[config.mk]
export PLATFORM = sky130hd
export DESIGN_NAME = change_dispenser
export DESIGN_NICKNAME = d
export VERILOG_FILES = /design/src/rtl/vending_pkg.sv /design/src/rtl/coin_inventory.sv /design/src/rtl/change_dispenser.sv
export SDC_FILE = /design/constraint.sdc
export NUM_CORES = 1
export LEC_CHECK = 0
export BUFFER_PORTS_ARGS = -buffer_cell sky130_fd_sc_hd__buf_2
export CORE_ASPECT_RATIO = 0.75
export CORE_MARGIN = 3
export CORE_UTILIZATION = 30
export CTS_CLUSTER_SIZE = 16
export DETAILED_ROUTE_END_ITERATION = 16
export SETUP_SLACK_MARGIN = 0.15
export SLEW_MARGIN = 20
export SYNTH_ARGS = -nofsm -noshare
export SYNTH_HDL_FRONTEND = slang
export SYNTH_HIERARCHICAL = 1
export SYNTH_SLANG_ARGS = --single-unit
[constraint.sdc]
create_clock -name clk -period 6.64 [get_ports clk]
set_clock_uncertainty 0.15 [all_clocks]
set_input_delay 0.332 -clock clk [delete_from_list [all_inputs] [get_ports clk]]
set_output_delay 0.332 -clock clk [all_outputs]
set_load 0.02 [all_outputs]
[src/rtl/vending_pkg.sv]
// Coin codes, coin values and FSM encodings shared by vending_machine and change_dispenser.
package vending_pkg;
  localparam logic [1:0] COIN_NONE = 2'b00;
  localparam logic [1:0] COIN_5    = 2'b01;
  localparam logic [1:0] COIN_10   = 2'b10;
  localparam logic [1:0] COIN_20   = 2'b11;

  localparam logic [7:0] VAL_5  = 8'd5;
  localparam logic [7:0] VAL_10 = 8'd10;
  localparam logic [7:0] VAL_20 = 8'd20;

  localparam logic [2:0] ST_IDLE   = 3'd0;
  localparam logic [2:0] ST_SELECT = 3'd1;
  localparam logic [2:0] ST_EJECT  = 3'd2;
  localparam logic [2:0] ST_GAP    = 3'd3;
  localparam logic [2:0] ST_DONE   = 3'd4;
  localparam logic [2:0] ST_ERR    = 3'd5;

  function automatic logic [7:0] coin_value(input logic [1:0] c);
    case (c)
      COIN_5:  coin_value = VAL_5;
      COIN_10: coin_value = VAL_10;
      COIN_20: coin_value = VAL_20;
      default: coin_value = 8'd0;
    endcase
  endfunction
endpackage

[src/rtl/coin_inventory.sv]
// Per-denomination coin counters (index 0 = 5, 1 = 10, 2 = 20) with one-hot decrement and refill.
module coin_inventory #(
  parameter int INV_W    = 8,
  parameter int INV_INIT = 4
) (
  input  logic             clk,
  input  logic             reset_n,
  input  logic             refill,
  input  logic [2:0]       dec,
  output logic [INV_W-1:0] cnt5,
  output logic [INV_W-1:0] cnt10,
  output logic [INV_W-1:0] cnt20,
  output logic [2:0]       empty
);
  localparam logic [INV_W-1:0] INIT = INV_W'(INV_INIT);

  logic [2:0][INV_W-1:0] cnt;

  for (genvar i = 0; i < 3; i++) begin : g_cnt
    // Guard keeps the counter from wrapping even if a decrement arrives on empty.
    always_ff @(posedge clk) begin
      if (!reset_n || refill)
        cnt[i] <= INIT;
      else if (dec[i] && cnt[i] != '0)
        cnt[i] <= cnt[i] - 1'b1;
    end
    assign empty[i] = (cnt[i] == '0);
  end

  assign cnt5  = cnt[0];
  assign cnt10 = cnt[1];
  assign cnt20 = cnt[2];
endmodule

[src/rtl/change_dispenser.sv]
// Pays a change amount as a greedy 20/10/5 coin sequence over a valid/ready ejector handshake,
// bounded by coin inventory; reports done, sticky error and the unpaid shortfall.
module change_dispenser
  import vending_pkg::*;
#(
  parameter int INV_W      = 8,
  parameter int INV_INIT   = 4,
  parameter int GAP_CYCLES = 2
) (
  input  logic             clk,
  input  logic             reset_n,
  input  logic [7:0]       change_in,
  input  logic             change_load,
  input  logic             refill,
  input  logic             eject_ready,
  output logic             eject_valid,
  output logic [1:0]       eject_coin,
  output logic             busy,
  output logic             done,
  output logic             error,
  output logic [7:0]       shortfall,
  output logic [7:0]       remaining,
  output logic [INV_W-1:0] cnt5,
  output logic [INV_W-1:0] cnt10,
  output logic [INV_W-1:0] cnt20,
  output logic [2:0]       state_out
);
  localparam logic [7:0] GAP_LAST = 8'((GAP_CYCLES == 0) ? 0 : GAP_CYCLES - 1);

  logic [2:0] state;
  logic [7:0] gap_cnt;
  logic [1:0] pick;
  logic [2:0] dec;
  logic [2:0] empty;
  logic       accept;
  logic       inv_refill;

  // Largest coin that fits and is in stock.
  always_comb begin
    pick = COIN_NONE;
    if (remaining >= VAL_20 && !empty[2])      pick = COIN_20;
    else if (remaining >= VAL_10 && !empty[1]) pick = COIN_10;
    else if (remaining >= VAL_5 && !empty[0])  pick = COIN_5;
  end

  assign accept     = (state == ST_EJECT) && eject_ready;
  assign dec[0]     = accept && (eject_coin == COIN_5);
  assign dec[1]     = accept && (eject_coin == COIN_10);
  assign dec[2]     = accept && (eject_coin == COIN_20);
  assign inv_refill = (state == ST_IDLE) && refill && !change_load;

  coin_inventory #(.INV_W(INV_W), .INV_INIT(INV_INIT)) u_inv (
    .clk     (clk),
    .reset_n (reset_n),
    .refill  (inv_refill),
    .dec     (dec),
    .cnt5    (cnt5),
    .cnt10   (cnt10),
    .cnt20   (cnt20),
    .empty   (empty)
  );

  always_ff @(posedge clk) begin
    if (!reset_n) begin
      state      <= ST_IDLE;
      eject_coin <= COIN_NONE;
      remaining  <= 8'd0;
      error      <= 1'b0;
      shortfall  <= 8'd0;
      gap_cnt    <= 8'd0;
    end else begin
      case (state)
        ST_IDLE: if (change_load) begin
          remaining <= change_in;
          error     <= 1'b0;
          shortfall <= 8'd0;
          state     <= (change_in % 8'd5 != 8'd0) ? ST_ERR : ST_SELECT;
        end
        ST_SELECT: begin
          if (remaining == 8'd0)
            state <= ST_DONE;
          else if (pick != COIN_NONE) begin
            eject_coin <= pick;
            state      <= ST_EJECT;
          end else
            state <= ST_ERR;
        end
        ST_EJECT: if (eject_ready) begin
          remaining  <= remaining - coin_value(eject_coin);
          eject_coin <= COIN_NONE;
          gap_cnt    <= 8'd0;
          state      <= (GAP_CYCLES == 0) ? ST_SELECT : ST_GAP;
        end
        ST_GAP: begin
          if (gap_cnt == GAP_LAST) state <= ST_SELECT;
          else                     gap_cnt <= gap_cnt + 8'd1;
        end
        ST_DONE: begin
          remaining <= 8'd0;
          state     <= ST_IDLE;
        end
        ST_ERR: begin
          shortfall <= remaining;
          error     <= 1'b1;
          remaining <= 8'd0;
          state     <= ST_IDLE;
        end
        default: state <= ST_IDLE;
      endcase
    end
  end

  assign eject_valid = (state == ST_EJECT);
  assign done        = (state == ST_DONE);
  assign busy        = (state != ST_IDLE);
  assign state_out   = state;
endmodule
======== After elaboration in Yosys (flattened, before gate mapping) ========
Index checks and enable logic that the tools add are counted.
Widths: inputs -> output; s select.
storage, ports and cells
  bits in latches ......................... 0
  bits of input ports ..................... 13
  memory bits (read-only) ................. 0
  memories kept ........................... 0
  memory bits (writable) .................. 0
  bits in registers ....................... 54
operators by class
  multiplexer cells ....................... 28
  shifts and indexed selects .............. 0
  $lt $le $gt $ge ......................... 3
  multipliers ............................. 0
  bitwise gates (word level) .............. 0
  add/subtract/negate cells ............... 5
  divide/modulo/power cells ............... 1
  reduce and logical (&&, ||, !) cells .... 39
  equality and inequality tests ........... 15
operator list
  operator             count
  $mux 8               8
  $logic_not 8->1      4
  $pmux 8 s2           2
  $reduce_bool 8->1    4
  $pmux 8 s3           1
  $sub 8x1->8 const B  3
  $mux 3               6
  $pmux 5 s3           1
  $logic_and 1x1->1    12
  $ne 2x2->1 const B   6
  $pmux 3 s4           1
  $mux 2               5
  $reduce_and 3->1     3
  $add 8x1->8 const B  1
  $eq 8x1->1 const B   1
  $ge 8x3->1 const B   1
  $ge 8x4->1 const B   1
  $ge 8x5->1 const B   1
  $mod 8x3->8 const B  1
  $reduce_bool 2->1    4
  $sub 8x8->8          1
  $eq 3x2->1 const B   2
  $eq 3x3->1 const B   2
  $reduce_bool 3->1    2
  12 further kinds     18

======== Longest topological paths before layout ========
Gate-level depths: netlist of the first run.
  word-level depth ........................ 10
  mapped depth ............................ 15
  mapped depth without buffers ............ 12

======== Hierarchy ========
The synthesis of the first run kept the hierarchy.
modules (own cells, without submodules)
  module            instances  area each (µm²)  cells each
  change_dispenser  1          2667.6           363
  coin_inventory    1          1281.2           148

======== Worst setup path before layout of the first run ========
Ideal clock, no wire load.
  path type ............................... input port to flip-flop
  start point ............................. in change_in[4]
  end point ............................... reg state[2], in the netlist state_out[2]
  stages .................................. 14
  arrival time ............................ 3.013 ns
  data required time ...................... 6.416 ns
  path buffers ............................ 2
  path slack .............................. 3.403 ns
  cell sequence ........................... clkbuf_1 > buf_2 > xor2_1 > mux2i_1 > a221oi_1 > and3_1 > ha_1 > inv_1 > a311oi_2 > a211oi_1 > and2_0 > a32o_1 > or4_1 > a31oi_1
on the way
  longest elaborated chain between the ends .. 5
ends and longest elaborated chain
  what                  line                    source
  from (decl)           change_dispenser.sv:12  input logic [7:0] change_in,
  $mod 8x3->8           change_dispenser.sv:77  state <= (change_in % 8'd5 != 8'd0) ? ST_ERR : ST_SELECT;
  $reduce_bool 8->1     change_dispenser.sv:77
  $mux 3                change_dispenser.sv:77
  $mux 3                change_dispenser.sv:73  ST_IDLE: if (change_load) begin
  $pmux 3 s4            change_dispenser.sv:72  case (state)
  to (signal assigned)  change_dispenser.sv:77
  to (signal assigned)  change_dispenser.sv:92  state <= (GAP_CYCLES == 0) ? ST_SELECT : ST_GAP;
  to (decl)             change_dispenser.sv:30  logic [2:0] state;
Every way passes these cells. The select of a mux whose other input is x is not followed.
A chain may end at the register's enable or synchronous reset.

======== Worst setup path in the final report of the first run ========
  start point ............................. in change_in[3]
  end point ............................... reg state[2], in the netlist state_out[2]
The elaborated chain is that of the path after synthesis.

==> summary.md, run 1 <==
| Metric | Value |
|---|---|
| CP max-delay cell | nor3_1 |
| Critical path launch point | change_in[3] |
| Area grow syn2layout | 14.3% |
| Most frequent cell after synthesis | dfxtp_1 |
| Ranking of synthesized cells by area | dfxtp_1, o21ai_0, a21oi_1 |
| Post-synthesis compound-gate area fraction | 0.296 |
| Critical path cell sequence | buf_2 -> nor3_1 -> and3_1 -> o31ai_1 -> and3_1 -> ha_1 -> inv_1 -> a311oi_2 -> a211oi_1 -> and2_0 -> a32o_1 -> or4_1 -> a31oi_1 |
| Dpl hpwl | 8290 um |
| Num rows | 35 |
| Clock Latency Late Sink | 290 ps |
| TNS Setup | 0 ps |
| Final Hold Fails | 0 |
| Register area share after synthesis | 0.274 |
| Post-synth EDFFs | 0 |
| Max Clock Freq | 0.316 GHz |
| CTS Root Cell | clkbuf_16 |
| Post-CTS setup buffers | 0 |
| Worst min path class | in2reg |
| Post-synth top area share | 0.274 |
| Crit share post-route | 0.476 |
| Worst EP arrival | 3240 ps |
| Vias in the first global route | 3673 |
| Total chip power | 1.46 mW |
| CP Data Required Time | 6710 ps |
| Die Ht | 105 um |
| Yosys warnings | 6 |
| Min cycle time layout | 3160 ps |
| Async SR Flop Fraction | 0 |
| Post-layout util | 0.359 |
| Num CTS Buffers | 5 |
| Yosys top cell by area | dfxtp_1 |
| Main synth FF type | dfxtp_1 |
| Pre-Repair DR Iteration Count | 5 |
| Reg-to-reg endpoint | u_inv/cnt10[7] |
| Input/output buffers | 61 |
| Avg WL per Cell | 15.6 um |
| Most frequent CP cell | and3_1 |
| Die ar. | 14600 um2 |
| Mapped cell area | 3950 um2 |
| Initial antenna violation count | 0 |
| CTS tree | done |
| Slowest stage delay, CP | 470 ps |
| Core Region | 12600 um2 |
| RR Startpoint | state_out[0] |
| H-tree levels | 2 |
| First-pass GRT wire length | 18600 um |
| Top cells by count, synth | dfxtp_1, nand2_1, o21ai_0, a21oi_1 |
| Yosys reg bits | 54 |
| Post-cts resize count | 0 |
| Maximum fanout along the worst path | 22 |
| Last element of the critical path | state_out[2] |
| PwrDens | 323 nW/um2 |
| Final Cell Area | 4510 um2 |
| Total gr overflow | 0 |
| Syn_area_per_cell | 7.73 um2 |
| Multi-input logic area | 2630 um2 |
| Startpoint class of the critical path | input pin |
| Initial Util | 0.314 |
| Post-Synth Simple-Gate Area | 0.267 |
| CTS sink count | 54 |
| Synth cell types | 71 |
| Setup slack on the worst flop-to-flop path | 3620 ps |
| DRT antenna net count | 0 |
| Max Cap Viol | 0 |
| Synthesized instance count | 511 |
| Storage cell area | 1080 um2 |
| Largest net degree at the start of global routing | 29 |
| RD Place Congestion | 0.889 |
| Worst slew pin tran | 962 ps |
| Slew Viols, Final | 0 |
| Final setup viols | 0 |
| Fill count | 1293 |
| Final wirelength | 11200 um |
| DR iter-0 viols | 366 |
| Hold Buf Count CTS | 0 |
| Syn_nets | 540 |
| Main combinational cell family by area after synthesis | compound AO/OA/AOI/OAI gates |
| Fin nets | 581 |
| Slew headroom | 0.354 |
| P_leak | 1.76 nW |
| Area share of fa/ha/maj cells after synthesis | 0.0551 |
| Setup CP Type | in2reg |
| GRT Resource Usage Total | 0.148 |
| Diode count | 0 |
| RSZ-0062 raised after global routing | no |
| Post-DP Area | 4350 um2 |
| Status | finished clean |
| Worst setup EP type | register |
| WHS | 300 ps |
| R2R depth | 6 |
| Share of cells above drive strength 1 | 0.161 |
| Clock transition at the registers of the reported paths | 70 ps |
| Multiplexer area fraction after synthesis | 0.0257 |
| Ports | 62 |
| Die Wd | 138 um |
| DR vias/cell | 5.76 |
| Clock tree buffer depth | 2 |
| Via count | 4139 |
| Max IR drop VDD | 0.157 mV |
| DR DRC count | 0 |
| XOR/XNOR share of the synthesized area | 0.0222 |
[how the worst min path moves through the flow]
| stage | start | end | slack, ps | depth (start not counted) |
|---|---|---|---|---|
| CTS | change_load | error | 280 | 4 |
| floorplan | gap_cnt[7] | gap_cnt[7] | 310 | 2 |
| detailed placement | gap_cnt[7] | gap_cnt[7] | 340 | 2 |
| finish | change_load | error | 300 | 4 |
| global route | change_load | error | 300 | 4 |
| global placement | gap_cnt[7] | gap_cnt[7] | 330 | 2 |
[metal layers]
| metal | vias up | part of all wire | track usage |
|---|---|---|---|
| li1 | 1996 | - | - |
| met1 | 1969 | 0.47 | 0.210 |
| met2 | 160 | 0.45 | 0.235 |
| met5 | - | 0 | 0 |
| met4 | 0 | 0.015 | 0.0331 |
| met3 | 14 | 0.069 | 0.0277 |
[state kept, by name, indices dropped and copies added, names as in the netlist]
register	count
gap_cnt	8
remaining	8
shortfall	8
u_inv/cnt10	8
u_inv/cnt20	8
u_inv/cnt5	8
state_out	3
eject_coin	2
error	1
[power by group]
part           internal (mW)  switching [mW]  total [mW]
registers              0.366          0.0984       0.464
clock network          0.179           0.124       0.303
logic                  0.259           0.433       0.692
total                  0.804           0.655        1.46
[cell type report]
type / instances / area share
clock inverter: 3 / 0.00970
inverter: 32 / 0.0266
sequential: 54 / 0.239
tap: 166 / 0.0460
clock buffer: 5 / 0.0277
timing repair buffer: 61 / 0.0676
multi-input combinational: 398 / 0.583
[logic make-up after synthesis]
| family | count (synthesis) |
|---|---|
| XOR/XNOR | 10 |
| adder cells (fa/ha/maj) | 17 |
| multiplexers | 10 |
| AO/OA/AOI/OAI | 172 |
| flip-flops | 54 |
| buffers and inverters | 59 |
| AND/OR/NAND/NOR | 189 |
[per-stage QoR]
stage,setup WS (ps),std cells
2_1_floorplan,3400,511
4_1_cts,3520,719
5_1_grt,3200,719
6_report,3480,719
3_3_place_gp,3300,711
3_5_place_dp,3210,711
[critical path, delay by kind of cell]
family          cells  cell delay (ps)
fa+ha+maj           1              290
buf+inv             2              300
simple gates        5             1520
compound gates      5              790
[cell usage in the layout (no fill, tap or decap), types with 4 or more instances in the layout]
master,netlist,final
and3_1,6,6
or4_1,10,10
buf_2,3,61
o211ai_1,6,6
a31oi_1,6,6
or2_2,5,5
a21oi_1,40,40
nor2b_1,20,20
clkbuf_16,0,5
nand2_1,41,41
a2111o_1,5,5
nand4_1,6,6
nand2b_1,8,8
a22oi_1,13,13
nor3b_1,5,5
dfxtp_1,54,54
o211a_1,7,7
a211oi_1,7,7
mux2i_1,9,9
nor3_1,11,11
o21ai_0,41,40
nand3b_1,5,5
or3_1,7,7
o21a_1,6,6
xnor2_1,4,4
inv_1,31,31
nor4_1,6,6
nand3_1,7,7
nor2_1,31,31
xor2_1,6,6
ha_1,15,15
No activity file was read; power rests on OpenSTA's default activity.
==> run 2, diff against run 1 <==
- clock period: 6.64 -> 2.6 ns (I/O delays scaled with it)
==> summary.md, run 2 (synthesized netlist as in run 1, its figures left out) <==
| Metric | Value |
|---|---|
| Largest net degree at the start of global routing | 29 (unchanged) |
| Final Hold Fails | 0 (unchanged) |
| Critical path launch point | change_in[3] |
| Core Region | 12600 um2 (unchanged) |
| Levels on crit path | 13 (unchanged) |
| RSZ-0062 raised after global routing | yes |
| Dpl hpwl | 9650 um (+16%) |
| Vias in the first global route | 3980 (+8.4%) |
| Worst min path class | in2reg |
| Worst slew pin tran | 851 ps (-111 ps) |
| Top delay family on crit path | simple AND/OR/NAND/NOR gates |
| Final wirelength | 12600 um (+13%) |
| Maximum fanout along the worst path | 7 (-68%) |
| CTS Root Cell | clkbuf_16 |
| RR Startpoint | u_inv/cnt10[1] |
| Ports | 62 (unchanged) |
| Setup slack on the worst flop-to-flop path | 210 ps (-3410 ps) |
| Worst setup EP type | register |
| Post-layout util | 0.414 (+0.0546) |
| Max Clock Freq | 0.373 GHz |
| Input/output buffers | 61 (unchanged) |
| Pre-CTS setup slack | -513 ps (-3720 ps) |
| DR DRC count | 0 (unchanged) |
| Max Cap Viol | 0 (unchanged) |
| CP Data Required Time | 2660 ps (-4050 ps) |
| CP max-delay cell | or4_1 |
| Commonest cells after routing, fill and taps aside | buf_4, buf_2, dfxtp_1 |
| Slowest stage delay, CP | 460 ps (about the same) |
| Hold Buf Count CTS | 0 (unchanged) |
| Die Ht | 105 um (unchanged) |
| Last element of the critical path | state_out[2] |
| Max IR drop VDD | 0.376 mV (+140%) |
| DR iter-0 viols | 373 (+1.9%) |
| Die ar. | 14600 um2 (unchanged) |
| Crit share post-route | 1.03 |
| Clock tree buffer depth | 2 (unchanged) |
| Die Wd | 138 um (unchanged) |
| Total gr overflow | 0 (unchanged) |
| H-tree levels | 2 (unchanged) |
| Min cycle time layout | 2680 ps |
| Pre-Repair DR Iteration Count | 5 (unchanged) |
| Num CTS Buffers | 5 (unchanged) |
| Via count | 4327 (+4.5%) |
| Area grow syn2layout | 31.7% |
| Worst EP arrival | 2740 ps (-500 ps) |
| Final worst slack | -80.5 ps (-3560 ps) |
| CTS sink count | 54 (unchanged) |
| Slew Viols, Final | 0 (unchanged) |
| GRT Resource Usage Total | 0.165 (+0.0163) |
| PwrDens | 790 nW/um2 (+140%) |
| Slew headroom | 0.427 (+0.0727) |
| Clock transition at the registers of the reported paths | 70 ps (about the same) |
| Initial antenna violation count | 1 (+1) |
| Startpoint class of the critical path | input pin |
| Avg WL per Cell | 16.1 um (+3.6%) |
| Share of cells above drive strength 1 | 0.309 (+0.148) |
| Reg-to-reg endpoint | eject_coin[0] |
| CTS tree | done |
| Critical path cell sequence | buf_2 -> or3_4 -> a21oi_2 -> o31ai_2 -> and3_4 -> ha_4 -> inv_2 -> a311oi_2 -> a211oi_1 -> and2_1 -> a32o_1 -> or4_1 -> a31oi_1 |
| Setup CP Type | in2reg |
| Failing checks | setup timing |
| R2R depth | 11 (+5) |
| WP buf/inv | 2 (unchanged) |
| Clock Latency Late Sink | 300 ps (about the same) |
| Commonest non-fill, non-tap cell in the layout | buf_4 |
| Fin nets | 646 (+11%) |
| Num rows | 35 (unchanged) |
| Final setup viols | 1 (+1) |
| Initial Util | 0.314 (unchanged) |
| DR vias/cell | 5.51 (-4.2%) |
| Status | finished with violations |
| P_leak | 2.10 nW (+19%) |
| First-pass GRT wire length | 20200 um (+9.1%) |
| RD Place Congestion | 0.925 (+4.0%) |
| DRT antenna net count | 0 (unchanged) |
run 2: cell types whose count changed in the layout (fill, tap and decap cells not counted), moves of 3 or more:
| cell | previous run | this run |
|---|---|---|
| inv_1 | 31 | 28 |
| nor2_2 | 0 | 3 |
| nor2_1 | 31 | 26 |
| nor3_1 | 11 | 8 |
| inv_2 | 0 | 3 |
| ha_1 | 15 | 11 |
| o21ai_0 | 40 | 37 |
| dfxtp_1 | 54 | 49 |
| dfxtp_2 | 0 | 4 |
| buf_4 | 0 | 64 |
run 2: through the flow:
stage / total power [mW] / hold slack (ps) / instance area [um2] / setup TNS, ps / std cells
floorplan: 2.45 / 186 / 3990 / -280 / 511
global placement: 3.23 / 317 / 4830 / -346 / 771
detailed placement: 3.25 / 336 / 4830 / -513 / 771
CTS: 3.96 / 90.2 / 5000 / -83.2 / 779
global route: 4.38 / 113 / 5200 / -213 / 785
finish: 4.11 / 110 / 5200 / -80.5 / 785
run 2: cell type report:
type / count / area (um2)
tap: 166 / 208
antenna: 1 / 2.50
clock inverter: 3 / 21.3
multi-input combinational: 398 / 2820
timing repair buffer: 126 / 818
sequential: 54 / 1090
clock buffer: 5 / 125
fill: 1253 / 7370
inverter: 32 / 120
run 2: what timing repair did:
item	in CTS	in global routing
pin swaps	0	12
gates resized for setup	7	43
endpoints found under the setup margin	4	12
buffers inserted	0	5
run 2: routing by layer:
layer  vias up  wire length [um]  global-route usage
met3        10               685              0.0336
met1      2073              6280               0.244
li1       2130                 -                   -
met2       114              5590               0.246
met4         0                92              0.0331
met5         -                 0                   0
run 2: tightest hold or removal path, stage by stage:
cell     delay (ps)
buf_2           150
nand2_1          70
a21oi_1          60
nor2b_1         100
run 2: worst min path at each step:
stage                     cells after the start      startpoint              to  slack, ps
final                                         4     change_load           error        110
after global routing                          4     change_load           error        110
after global placement                        2  u_inv/cnt10[0]  u_inv/cnt10[0]        320
after CTS                                     4     change_load           error         90
after detailed placement                      2      gap_cnt[7]      gap_cnt[7]        340
after floorplan                               3    change_in[0]    state_out[2]        190
run 2: report_power, final:
| part | internal, mW | switching (mW) | leakage, nW |
|---|---|---|---|
| logic | 0.979 | 1.37 | 1.59 |
| registers | 0.941 | 0.159 | 0.440 |
| clock network | 0.357 | 0.304 | 0.0698 |
| total | 2.28 | 1.83 | 2.10 |
==> run 3, diff against run 2 <==
- RECOVER_POWER: default -> 25
==> summary.md, run 3 (synthesized netlist as in run 1, its figures left out) <==
| Metric | Value |
|---|---|
| Share of cells above drive strength 1 | 0.269 (-0.0405) |
| Core Region | 12600 um2 (unchanged) |
| Final setup viols | 1 (unchanged) |
| CP Data Required Time | 2660 ps (about the same) |
| First-pass GRT wire length | 20200 um (unchanged) |
| DR DRC count | 0 (unchanged) |
| Initial antenna violation count | 1 (unchanged) |
| Slew headroom | 0.436 (+0.00935) |
| Crit share post-route | 1.03 (+0.00203) |
| Max Clock Freq | 0.372 GHz (-0.20%) |
| Initial Util | 0.314 (unchanged) |
| Pre-Repair DR Iteration Count | 6 (+1) |
| Slowest stage delay, CP | 460 ps (about the same) |
| Final Hold Fails | 0 (unchanged) |
| Num rows | 35 (unchanged) |
| Dpl hpwl | 9650 um (unchanged) |
| CTS tree | done |
| Total chip power | 4.09 mW (-0.36%) |
| Worst EP arrival | 2750 ps (about the same) |
| Ports | 62 (unchanged) |
| Top delay family on crit path | simple AND/OR/NAND/NOR gates |
| Critical path cell sequence | buf_2 -> or3_4 -> a21oi_2 -> o31ai_2 -> and3_4 -> ha_4 -> inv_2 -> a311oi_2 -> a211oi_1 -> and2_1 -> a32o_1 -> or4_1 -> a31oi_1 |
| P_leak | 2.00 nW (-4.8%) |
| Maximum fanout along the worst path | 7 (unchanged) |
| GRT Resource Usage Total | 0.165 (unchanged) |
| Slew Viols, Final | 0 (unchanged) |
| PwrDens | 792 nW/um2 (+0.24%) |
| CTS sink count | 54 (unchanged) |
| Commonest non-fill, non-tap cell in the layout | buf_4 |
| Clock tree buffer depth | 2 (unchanged) |
| Die Wd | 138 um (unchanged) |
| Hold depth | 4 (unchanged) |
| Commonest cells after routing, fill and taps aside | buf_4, dfxtp_1, nand2_1 |
| Worst min path class | in2reg |
| Area grow syn2layout | 30.9% |
| Levels on crit path | 13 (unchanged) |
| Final worst slack | -85.8 ps (-5.28 ps) |
| Die ar. | 14600 um2 (unchanged) |
| Num CTS Buffers | 5 (unchanged) |
| H-tree levels | 2 (unchanged) |
| Min cycle time layout | 2690 ps (+5.28 ps) |
| Avg WL per Cell | 16.0 um (-0.37%) |
| Setup CP Type | in2reg |
| Status | finished with violations |
| Die Ht | 105 um (unchanged) |
| Max Cap Viol | 0 (unchanged) |
| Hold Buf Count CTS | 0 (unchanged) |
| Clock transition at the registers of the reported paths | 70 ps (about the same) |
| WP buf/inv | 2 (unchanged) |
| Clock Latency Late Sink | 300 ps (about the same) |
| Via count | 4322 (-0.12%) |
| Input/output buffers | 61 (unchanged) |
| Worst slew pin tran | 837 ps (-13.9 ps) |
| Setup slack on the worst flop-to-flop path | 180 ps (-30 ps) |
| RD Place Congestion | 0.925 (unchanged) |
| Vias in the first global route | 3980 (unchanged) |
| Startpoint class of the critical path | input pin |
| CTS Root Cell | clkbuf_16 |
| Largest net degree at the start of global routing | 29 (unchanged) |
| Total gr overflow | 0 (unchanged) |
| Fin nets | 646 (unchanged) |
| Final wirelength | 12600 um (-0.37%) |
| Worst setup EP type | register |
| Max IR drop VDD | 0.376 mV (about the same) |
| DR vias/cell | 5.51 (-0.12%) |
| CP max-delay cell | or4_1 |
| DRT antenna net count | 0 (unchanged) |
| RSZ-0062 raised after global routing | yes |
| Failing checks | setup timing |
| Pre-CTS setup slack | -513 ps (unchanged) |
| R2R depth | 11 (unchanged) |
| DR iter-0 viols | 343 (-8.0%) |
run 3: cell types whose count changed in the layout (fill, tap and decap cells not counted):
cell / previous run / this run
clkbuf_1: 0 / 23
buf_2: 59 / 36
dfxtp_2: 4 / 2
dfxtp_1: 49 / 51
run 3: stage by stage:
stage / area, um2 / utilization / setup TNS, ps / std cells / hold slack (ps)
final: 5170 / 0.411 / -85.8 / 785 / 110
after CTS: 5000 / 0.398 / -83.2 / 779 / 90.2
after floorplan: 3990 / - / -280 / 511 / 186
after global routing: 5170 / 0.411 / -213 / 785 / 113
after global placement: 4830 / 0.384 / -346 / 771 / 317
after detailed placement: 4830 / 0.384 / -513 / 771 / 336
run 3: worst paths after layout:
check                       from       endpoint
setup / recovery    change_in[3]   state_out[2]
hold / removal       change_load          error
setup reg to reg  u_inv/cnt10[0]  eject_coin[0]
hold reg to reg       gap_cnt[7]     gap_cnt[7]
run 3: final cells by class:
cell class	count	area (um2)
Antenna cell	1	2.50
Clock buffer	5	125
Clock inverter	3	21.3
Fill cell	1266	7400
Inverter	32	120
Multi-Input combinational cell	398	2820
Sequential cell	54	1090
Tap cell	166	208
Timing Repair Buffer	126	790
run 3: tightest hold or removal path, cell delays in order:
cell and delay [ps]:
buf_2 150, nand2_1 70, a21oi_1 60, nor2b_1 100
run 3: what timing repair did:
| action | CTS | global route |
|---|---|---|
| pin swaps | 0 | 12 |
| endpoints found under the setup margin | 4 | 12 |
| setup buffers | 0 | 5 |
| gates resized for setup | 7 | 43 |
run 3: per-layer routing:
layer / routed length (um) / up-vias / track usage / share of wire
met5: 0 / - / 0 / 0
met4: 88 / 0 / 0.0331 / 0.0070
met3: 837 / 8 / 0.0336 / 0.066
met2: 5510 / 142 / 0.246 / 0.44
met1: 6160 / 2043 / 0.244 / 0.49
li1: - / 2129 / - / -
run 3: power breakdown:
group | internal, mW | switching [mW] | leakage (nW)
combinational | 0.972 | 1.36 | 1.49
clock | 0.357 | 0.304 | 0.0698
sequential | 0.939 | 0.163 | 0.439
total | 2.27 | 1.82 | 2.00
